File: src/rtl/health_tracker.sv
// ---------------------------------------------------------------------------
// health_tracker
//   Player health and lives tracker for the space shooter. It accepts hit
//   (variable damage) and heal (+1) events on the frame strobe. It also keeps
//   a lives reserve, opens a post-hit invulnerability window, and raises a
//   sticky death flag when the last life is gone. Health is shown on two
//   7-segment digits.
//
//   Ports:
//     clk        system clock
//     reset      synchronous active-high reset
//     tick       frame-update strobe; hit/heal are only seen when it is high
//     restart    game-over restart; same effect as reset
//     hit        collision event, amount given on damage
//     damage     damage amount for hit (HEALTH_W bits)
//     heal       pickup event, +1 health (saturating at MAX_HEALTH)
//     health     current health
//     lives      lives remaining
//     invuln     high while hits are ignored
//     life_lost  one-cycle pulse when a life is consumed (not on death)
//     dead       sticky, no lives left
//     hex_ones   health ones digit, segment pattern from decoder7
//     hex_tens   health tens digit, segment pattern from decoder7
// ---------------------------------------------------------------------------
module health_tracker #(
    parameter int HEALTH_W     = 7,
    parameter int MAX_HEALTH   = 10,
    parameter int LIVES_W      = 3,
    parameter int START_LIVES  = 3,
    parameter int INVULN_TICKS = 8
) (
    input  logic                clk,
    input  logic                reset,
    input  logic                tick,
    input  logic                restart,
    input  logic                hit,
    input  logic [HEALTH_W-1:0] damage,
    input  logic                heal,
    output logic [HEALTH_W-1:0] health,
    output logic [LIVES_W-1:0]  lives,
    output logic                invuln,
    output logic                life_lost,
    output logic                dead,
    output logic [6:0]          hex_ones,
    output logic [6:0]          hex_tens
);

    // Counter must hold INVULN_TICKS; keep at least one bit when disabled.
    localparam int CNT_W = (INVULN_TICKS < 2) ? 1 : $clog2(INVULN_TICKS + 1);

    typedef enum logic [1:0] {
        ALIVE  = 2'd0,
        INVULN = 2'd1,
        DEAD   = 2'd2
    } state_e;

    state_e              state_q, state_d;
    logic [HEALTH_W-1:0] health_q, health_d;
    logic [LIVES_W-1:0]  lives_q, lives_d;
    logic [CNT_W-1:0]    cnt_q, cnt_d;
    logic                invuln_q, invuln_d;
    logic                dead_q, dead_d;
    logic                life_lost_q, life_lost_d;

    logic [HEALTH_W:0]   diff_s;
    logic                lethal_s;
    logic [HEALTH_W-1:0] heal_sat_s;
    logic [3:0]          tens_s;
    logic [3:0]          ones_s;

    // Damage arithmetic and saturating heal value.
    always_comb begin
        // One extra bit: a borrow (or a zero result) marks a lethal hit.
        diff_s   = {1'b0, health_q} - {1'b0, damage};
        lethal_s = diff_s[HEALTH_W] | (diff_s == {(HEALTH_W+1){1'b0}});
        if (health_q < HEALTH_W'(MAX_HEALTH)) begin
            heal_sat_s = health_q + HEALTH_W'(1);
        end else begin
            heal_sat_s = health_q;
        end
    end

    // Next-state logic for the ALIVE/INVULN/DEAD machine and its datapath.
    always_comb begin
        state_d     = state_q;
        health_d    = health_q;
        lives_d     = lives_q;
        cnt_d       = cnt_q;
        life_lost_d = 1'b0;
        case (state_q)
            ALIVE: begin
                if (tick && hit && (damage != HEALTH_W'(0))) begin
                    // Hit has priority over a heal on the same tick.
                    if (!lethal_s) begin
                        health_d = diff_s[HEALTH_W-1:0];
                        state_d  = (INVULN_TICKS > 0) ? INVULN : ALIVE;
                        cnt_d    = CNT_W'(INVULN_TICKS);
                    end else if (lives_q > LIVES_W'(1)) begin
                        lives_d     = lives_q - LIVES_W'(1);
                        health_d    = HEALTH_W'(MAX_HEALTH);
                        life_lost_d = 1'b1;
                        state_d     = (INVULN_TICKS > 0) ? INVULN : ALIVE;
                        cnt_d       = CNT_W'(INVULN_TICKS);
                    end else begin
                        lives_d  = LIVES_W'(0);
                        health_d = HEALTH_W'(0);
                        state_d  = DEAD;
                    end
                end else if (tick && heal) begin
                    health_d = heal_sat_s;
                end else begin
                    health_d = health_q;
                end
            end
            INVULN: begin
                // Hits are ignored here, including on the closing tick.
                if (tick) begin
                    if (cnt_q == CNT_W'(1)) begin
                        cnt_d   = CNT_W'(0);
                        state_d = ALIVE;
                    end else begin
                        cnt_d = cnt_q - CNT_W'(1);
                    end
                    if (heal) begin
                        health_d = heal_sat_s;
                    end else begin
                        health_d = health_q;
                    end
                end else begin
                    cnt_d = cnt_q;
                end
            end
            DEAD: begin
                state_d = DEAD;
            end
            default: begin
                // Unreachable encoding: recover to a safe idle state.
                state_d = ALIVE;
                cnt_d   = CNT_W'(0);
            end
        endcase
        invuln_d = (state_d == INVULN);
        dead_d   = (state_d == DEAD);
    end

    // State and output registers; reset and restart override everything.
    always_ff @(posedge clk) begin
        if (reset || restart) begin
            state_q     <= ALIVE;
            health_q    <= HEALTH_W'(MAX_HEALTH);
            lives_q     <= LIVES_W'(START_LIVES);
            cnt_q       <= CNT_W'(0);
            invuln_q    <= 1'b0;
            dead_q      <= 1'b0;
            life_lost_q <= 1'b0;
        end else begin
            state_q     <= state_d;
            health_q    <= health_d;
            lives_q     <= lives_d;
            cnt_q       <= cnt_d;
            invuln_q    <= invuln_d;
            dead_q      <= dead_d;
            life_lost_q <= life_lost_d;
        end
    end

    // Decimal split of the health register for the display.
    always_comb begin
        tens_s = 4'(health_q / HEALTH_W'(10));
        ones_s = 4'(health_q % HEALTH_W'(10));
    end

    assign health    = health_q;
    assign lives     = lives_q;
    assign invuln    = invuln_q;
    assign dead      = dead_q;
    assign life_lost = life_lost_q;

    decoder7 u_dec_ones (.digit(ones_s), .seg(hex_ones));
    decoder7 u_dec_tens (.digit(tens_s), .seg(hex_tens));

endmodule

// ---------------------------------------------------------------------------
// decoder7
//   BCD digit to active-low 7-segment pattern, bit order {g,f,e,d,c,b,a}.
//   Ports: digit (4-bit BCD in), seg (7-bit segment pattern out).
//   Non-decimal codes blank the digit.
// ---------------------------------------------------------------------------
module decoder7 (
    input  logic [3:0] digit,
    output logic [6:0] seg
);

    // Segment lookup.
    always_comb begin
        case (digit)
            4'd0:    seg = 7'b1000000;
            4'd1:    seg = 7'b1111001;
            4'd2:    seg = 7'b0100100;
            4'd3:    seg = 7'b0110000;
            4'd4:    seg = 7'b0011001;
            4'd5:    seg = 7'b0010010;
            4'd6:    seg = 7'b0000010;
            4'd7:    seg = 7'b1111000;
            4'd8:    seg = 7'b0000000;
            4'd9:    seg = 7'b0010000;
            default: seg = 7'b1111111;
        endcase
    end

endmodule

File: config.mk
export PLATFORM = sky130hd
export DESIGN_NAME = health_tracker
export DESIGN_NICKNAME = d
export VERILOG_FILES = /design/src/rtl/health_tracker.sv
export SDC_FILE = /design/constraint.sdc
export NUM_CORES = 1
export LEC_CHECK = 0
export CORE_ASPECT_RATIO = 0.8
export CORE_MARGIN = 2
export CORE_UTILIZATION = 50
export CTS_CLUSTER_SIZE = 12
export DETAILED_ROUTE_END_ITERATION = 8
export PLACE_DENSITY = 0.83
export SLEW_MARGIN = 30
export SYNTH_ARGS = -nofsm -noshare
export SYNTH_HDL_FRONTEND = slang
export SYNTH_SLANG_ARGS = --single-unit
File: constraint.sdc
create_clock -name clk -period 6.5 [get_ports clk]
set_input_delay 0.65 -clock clk [delete_from_list [all_inputs] [get_ports clk]]
set_output_delay 0.65 -clock clk [all_outputs]
set_load 0.01 [all_outputs]
==> results of run 1 <==
==> cells in the final DEF (no fill, tap or decap), drive strengths merged, types with 7 or more instances in the layout <==
cell / synthesis / layout
o21ai: 16 / 16
nor2b: 7 / 7
nand2: 19 / 19
a21oi: 30 / 30
nor3: 13 / 13
nand2b: 10 / 10
xnor2: 8 / 8
ha: 25 / 25
clkdlybuf4s50: 0 / 39
dfxtp: 19 / 19
nor2: 24 / 24
inv: 23 / 23
==> flip-flops by register name, indices dropped and copies added, names as in the netlist <==
name       count
lives          3
health         7
life_lost      1
state_q        2
invuln         1
dead           1
cnt_q          4
==> worst register-to-register path: cells and delay by family, from the launching register on <==
family                   cells  cell delay [ps]
buffers and inverters        1              250
adder cells (fa/ha/maj)      1              500
AO/OA/AOI/OAI                5             1410
flip-flops                   1              670
AND/OR/NAND/NOR              1              210
XOR/XNOR                     1              260
==> metal layers <==
metal	wire, µm	track usage	vias up
li1	-	-	1199
met1	2850	0.344	1126
met2	2520	0.361	97
met3	394	0.0385	6
met4	48	0.0275	0
met5	0	0	-
==> worst paths after layout <==
kind / from / endpoint / slack (ps) / depth (start not counted)
max: health[5] / hex_ones[5] / 1380 / 14
min: cnt_q[1] / cnt_q[1] / 530 / 2
max reg2reg: health[1] / invuln / 3110 / 9
min reg2reg: cnt_q[1] / cnt_q[1] / 530 / 2
==> per-stage QoR <==
step / utilization / worst slack [ps] / total power, mW / hold WS, ps / instance area [µm²]
after global placement: 0.602 / 1920 / 0.199 / 503 / 2730
after global routing: 0.612 / 1080 / 0.296 / 566 / 2780
final: 0.612 / 1380 / 0.284 / 527 / 2780
after floorplan: - / 2520 / 0.174 / 488 / 2330
after detailed placement: 0.602 / 1720 / 0.201 / 518 / 2730
after CTS: 0.612 / 1410 / 0.284 / 529 / 2780
==> where the power goes <==
part / leakage, nW / internal [mW] / switching, mW
sequential: 0.154 / 0.118 / 0.00362
combinational: 0.910 / 0.0359 / 0.0416
clock: 0.0228 / 0.0437 / 0.0408
total: 1.09 / 0.198 / 0.0860
==> cell families after synthesis <==
kind of cell	after synthesis	synth area share
AOI/OAI and AO/OA	102	0.310
xor gates and xnor gates	9	0.0370
adders and majority gates	27	0.147
buffers and inverters	36	0.0649
DFF	19	0.163
muxes	7	0.0359
and+or+nand+nor	106	0.242
==> final cells by class <==
type	instances	area, µm²
Clock buffer	4	45.0
Fill cell	422	1760
Inverter	23	86.3
Multi-Input combinational cell	251	1800
Sequential cell	19	380
Tap cell	60	75.1
Timing Repair Buffer	39	390
==> qor.yml, run 1 <==
grt_pass1_wl_um: 9960
ys_ff_latch: 19
synth.distinct_cells: 69
p_per_area_nw_per_um2: 102
async_reset_ff_frac: 0
yosys-top-cells-area: "dfxtp_1, ha_1, a21oi_1, nor2_1, inv_1"
yosysWarnings: 0
dr.pass1.iters: 5
rsz0062_at_grt: "no"
synth_top_area_share: 0.163
cp_max_fo: 18
antenna_cells: 0
power.leakage_nw: 1.09
grt_max_degree: 19
postSynthCellCount: 306
clk_root_buffer_cell: "clkbuf_8"
synth-edff-count: 0
setup_tns_ps: 0
routed_via_density: 6.13
route.detailed.wl_per_inst_um: 14.7
setup_violations: 0
max_freq_mhz: 195
vias: 2428
status: "finished, final reports clean"
yosysMostFrequentCell: "a21oi_1"
grt_usage: 0.231
min_period_ps: 5120
max-cap-violations: 0
cts_hold_buf: 0
antenna_found_initial: 0
grt_pass1_vias: 2180
wirelength_um: 5820
cts_tree: "done"
drive_above_1_share: 0.0565
slowest_stage: "dfxtp_1"
crit_arrival_ps: 4470
die_h_um: 65.1
insertion_delay_ps: 260
initial_core_util: 0.514
syn_nets: 345
slowest_delay_ps: 650
synth_common_cells: "a21oi_1, ha_1, nor2_1, inv_1"
gp_congestion: 0.891
postSynthAreaPerCell_um2: 7.63
max-vdd-ir-drop_mv: 0.111
crit_type: "reg2out"
path_cells: "and4bb_2, a31oi_1, o21ai_2, xnor2_2, inv_1, ha_1, o21ai_2, inv_2, xnor2_1, inv_1, ha_1, or2_0, a31oi_1, clkdlybuf4s50_1"
finalHoldViolations: 0
synth.yosys.seq_area_share: 0.163
clk_path_buf_depth: 2
tightest_slew_ps: 876
dp.cells: 392
ant_nets: 0
core_um2: 4540
synth_area_um2: 2330
critPathLaunchType: "flop"
final_cells: 396
die_area_um2: 5230
io_buffers: 39
period_share: 0.788
drc: 0
clkTransAtPathRegs_ps: 80
cp.required_ps: 5850
synthToLayoutAreaGrowth_pct: 19.1
cts_resized: 0
cts.sinks: 19
cts_setup_buffers: 0
synth_ff_type: "dfxtp_1"
h-tree-depth: 1
maxSlewViolCount: 0
maxSlewHeadroom: 0.416
std_cell_rows: 22
cp-end-kind: "output pin"
io_pins: 40
post-dp-hpwl_um: 4420
critPathBufInv: 4
die_w_um: 80.4
overflow: 0
nets: 376
crit_family: "buffers and inverters"
drtIter0Drc: 155
cts-buffers-inserted: 3
yosysTopAreaCell: "dfxtp_1"
clock-skew-final_ps: 9.04
hold_path.class: "reg2reg"
Note: power is estimated with default switching activity, not from simulation.
==> inputs of run 2 (changes only) <==
- clock period: 6.5 -> 4.95 ns (I/O delays scaled with it)
==> run 2 against run 1 <==
- sequential power grew 30%
- worst setup slack worse by 910 ps
- via count fell by 1.9%
- non-clock buffer count rose by 3
- die area is the same
- first-iteration DRC count decreased by 17%
- critical path type unchanged
- largest cell class unchanged
- highest routed layer is now met3
==> qor.yml, run 2 (synthesis gave the netlist of run 1 again) <==
largest_reg_flops: 7
hold_path.class: "reg2reg"
cts_setup_buffers: 0
setup_tns_ps: 0
wl_met1_um: 2950
die_area_um2: 5230
max-vdd-ir-drop_mv: 0.207
highest_layer: "met3"
period_share: 0.905
finalHoldViolations: 0
routed_via_density: 5.97
min_period_ps: 4480
drive_above_1_share: 0.0767
crit_arrival_ps: 3990
grt_max_degree: 19
post-place-ws_ps: 420
h-tree-depth: 1
final_cells: 399
slowest_stage: "clkdlybuf4s50_1"
grt_pass1_wl_um: 10000
final_common_cell: "clkdlybuf4s50_1"
cts.sinks: 19
crit_cells: 14
path_cells: "and4bb_2, a31oi_1, o21ai_4, xnor2_2, inv_1, ha_1, o21ai_2, inv_2, xnor2_2, inv_1, ha_1, or2_0, a31oi_1, clkdlybuf4s50_1"
holdPathStages: 2
clock-skew-final_ps: 11.3
rsz0062_at_grt: "no"
clkTransAtPathRegs_ps: 80
vias: 2383
critPathBufInv: 4
io_pins: 40
grt_pass1_vias: 2193
nets: 379
clk_path_buf_depth: 2
maxSlewViolCount: 0
post-dp-hpwl_um: 4570
route.detailed.wl_per_inst_um: 14.8
clk_root_buffer_cell: "clkbuf_8"
critPathLaunchType: "flop"
cts-buffers-inserted: 3
wl_met2_um: 2610
dr.pass1.iters: 4
max-cap-violations: 0
gp_congestion: 0.923
synthToLayoutAreaGrowth_pct: 20.9
io_buffers: 39
fin_ws_ps: 470
crit_family: "buffers and inverters"
drtIter0Drc: 129
power.leakage_nw: 1.11
tightest_slew_ps: 870
drc: 0
die_h_um: 65.1
maxSlewHeadroom: 0.420
p_per_area_nw_per_um2: 133
cts_tree: "done"
antenna_found_initial: 0
dp.cells: 395
cp_max_fo: 14
antenna_cells: 0
wirelength_um: 5900
setup_violations: 0
overflow: 0
routed-wl-met3_um: 341
cp.required_ps: 4450
ant_nets: 0
fin_total_pwr_mw: 0.375
cp-end-kind: "output pin"
slowest_delay_ps: 550
core_um2: 4540
insertion_delay_ps: 260
max_freq_mhz: 223
initial_core_util: 0.514
status: "finished, final reports clean"
grt_usage: 0.231
std_cell_rows: 22
reg2reg_depth: 10
die_w_um: 80.4
crit_type: "reg2out"
layout_common_cells: "clkdlybuf4s50_1, a21oi_1, ha_1, nor2_1, inv_1"
==> run 2: where the power goes <==
part | switching (mW) | total, mW | internal [mW]
Clock | 0.0538 | 0.111 | 0.0573
Sequential | 0.00327 | 0.159 | 0.155
Combinational | 0.0574 | 0.105 | 0.0479
==> run 2: worst reg2reg max path, stage by stage (launching register included) <==
cell and delay (ps):
dfxtp_1 500, inv_1 240, ha_1 290, fa_1 430, nor2b_1 220, o22ai_1 130, xnor2_1 320, a211oi_2 100
a21oi_1 690, o31ai_2 160, a221oi_1 270
==> run 2: path summary, 6_finish.rpt <==
check                 start           to  slack, ps
setup / recovery  health[4]  hex_ones[5]        470
hold / removal     lives[1]     lives[1]        530
setup reg to reg  health[0]       invuln       1520
hold reg to reg    lives[1]     lives[1]        530
==> run 2: repair_timing <==
action	4_1_cts	5_1_grt
hold buffers	0	0
resized for setup	0	5
endpoints found under the setup margin	0	7
==> run 2: cell type report <==
type | instances | area (µm²)
clock buffers | 4 | 45.0
flip-flops and latches | 19 | 384
multi-input cells | 251 | 1820
well taps | 60 | 75.1
fillers | 407 | 1720
inverters | 23 | 86.3
repair buffers | 42 | 413
==> run 2: per-stage QoR <==
stage           util  hold WS (ps)  cell area, µm²
2_1_floorplan      -           488            2330
6_report       0.621           532            2820
3_5_place_dp   0.607           510            2760
4_1_cts        0.617           529            2800
5_1_grt        0.621           552            2820
3_3_place_gp   0.607           505            2760
==> run 2: metal layers <==
metal  vias to the layer above  track usage
met3                         0       0.0385
met5                         -            0
met2                        72        0.382
met1                      1116        0.334
li1                       1195            -
met4                         0      0.00636
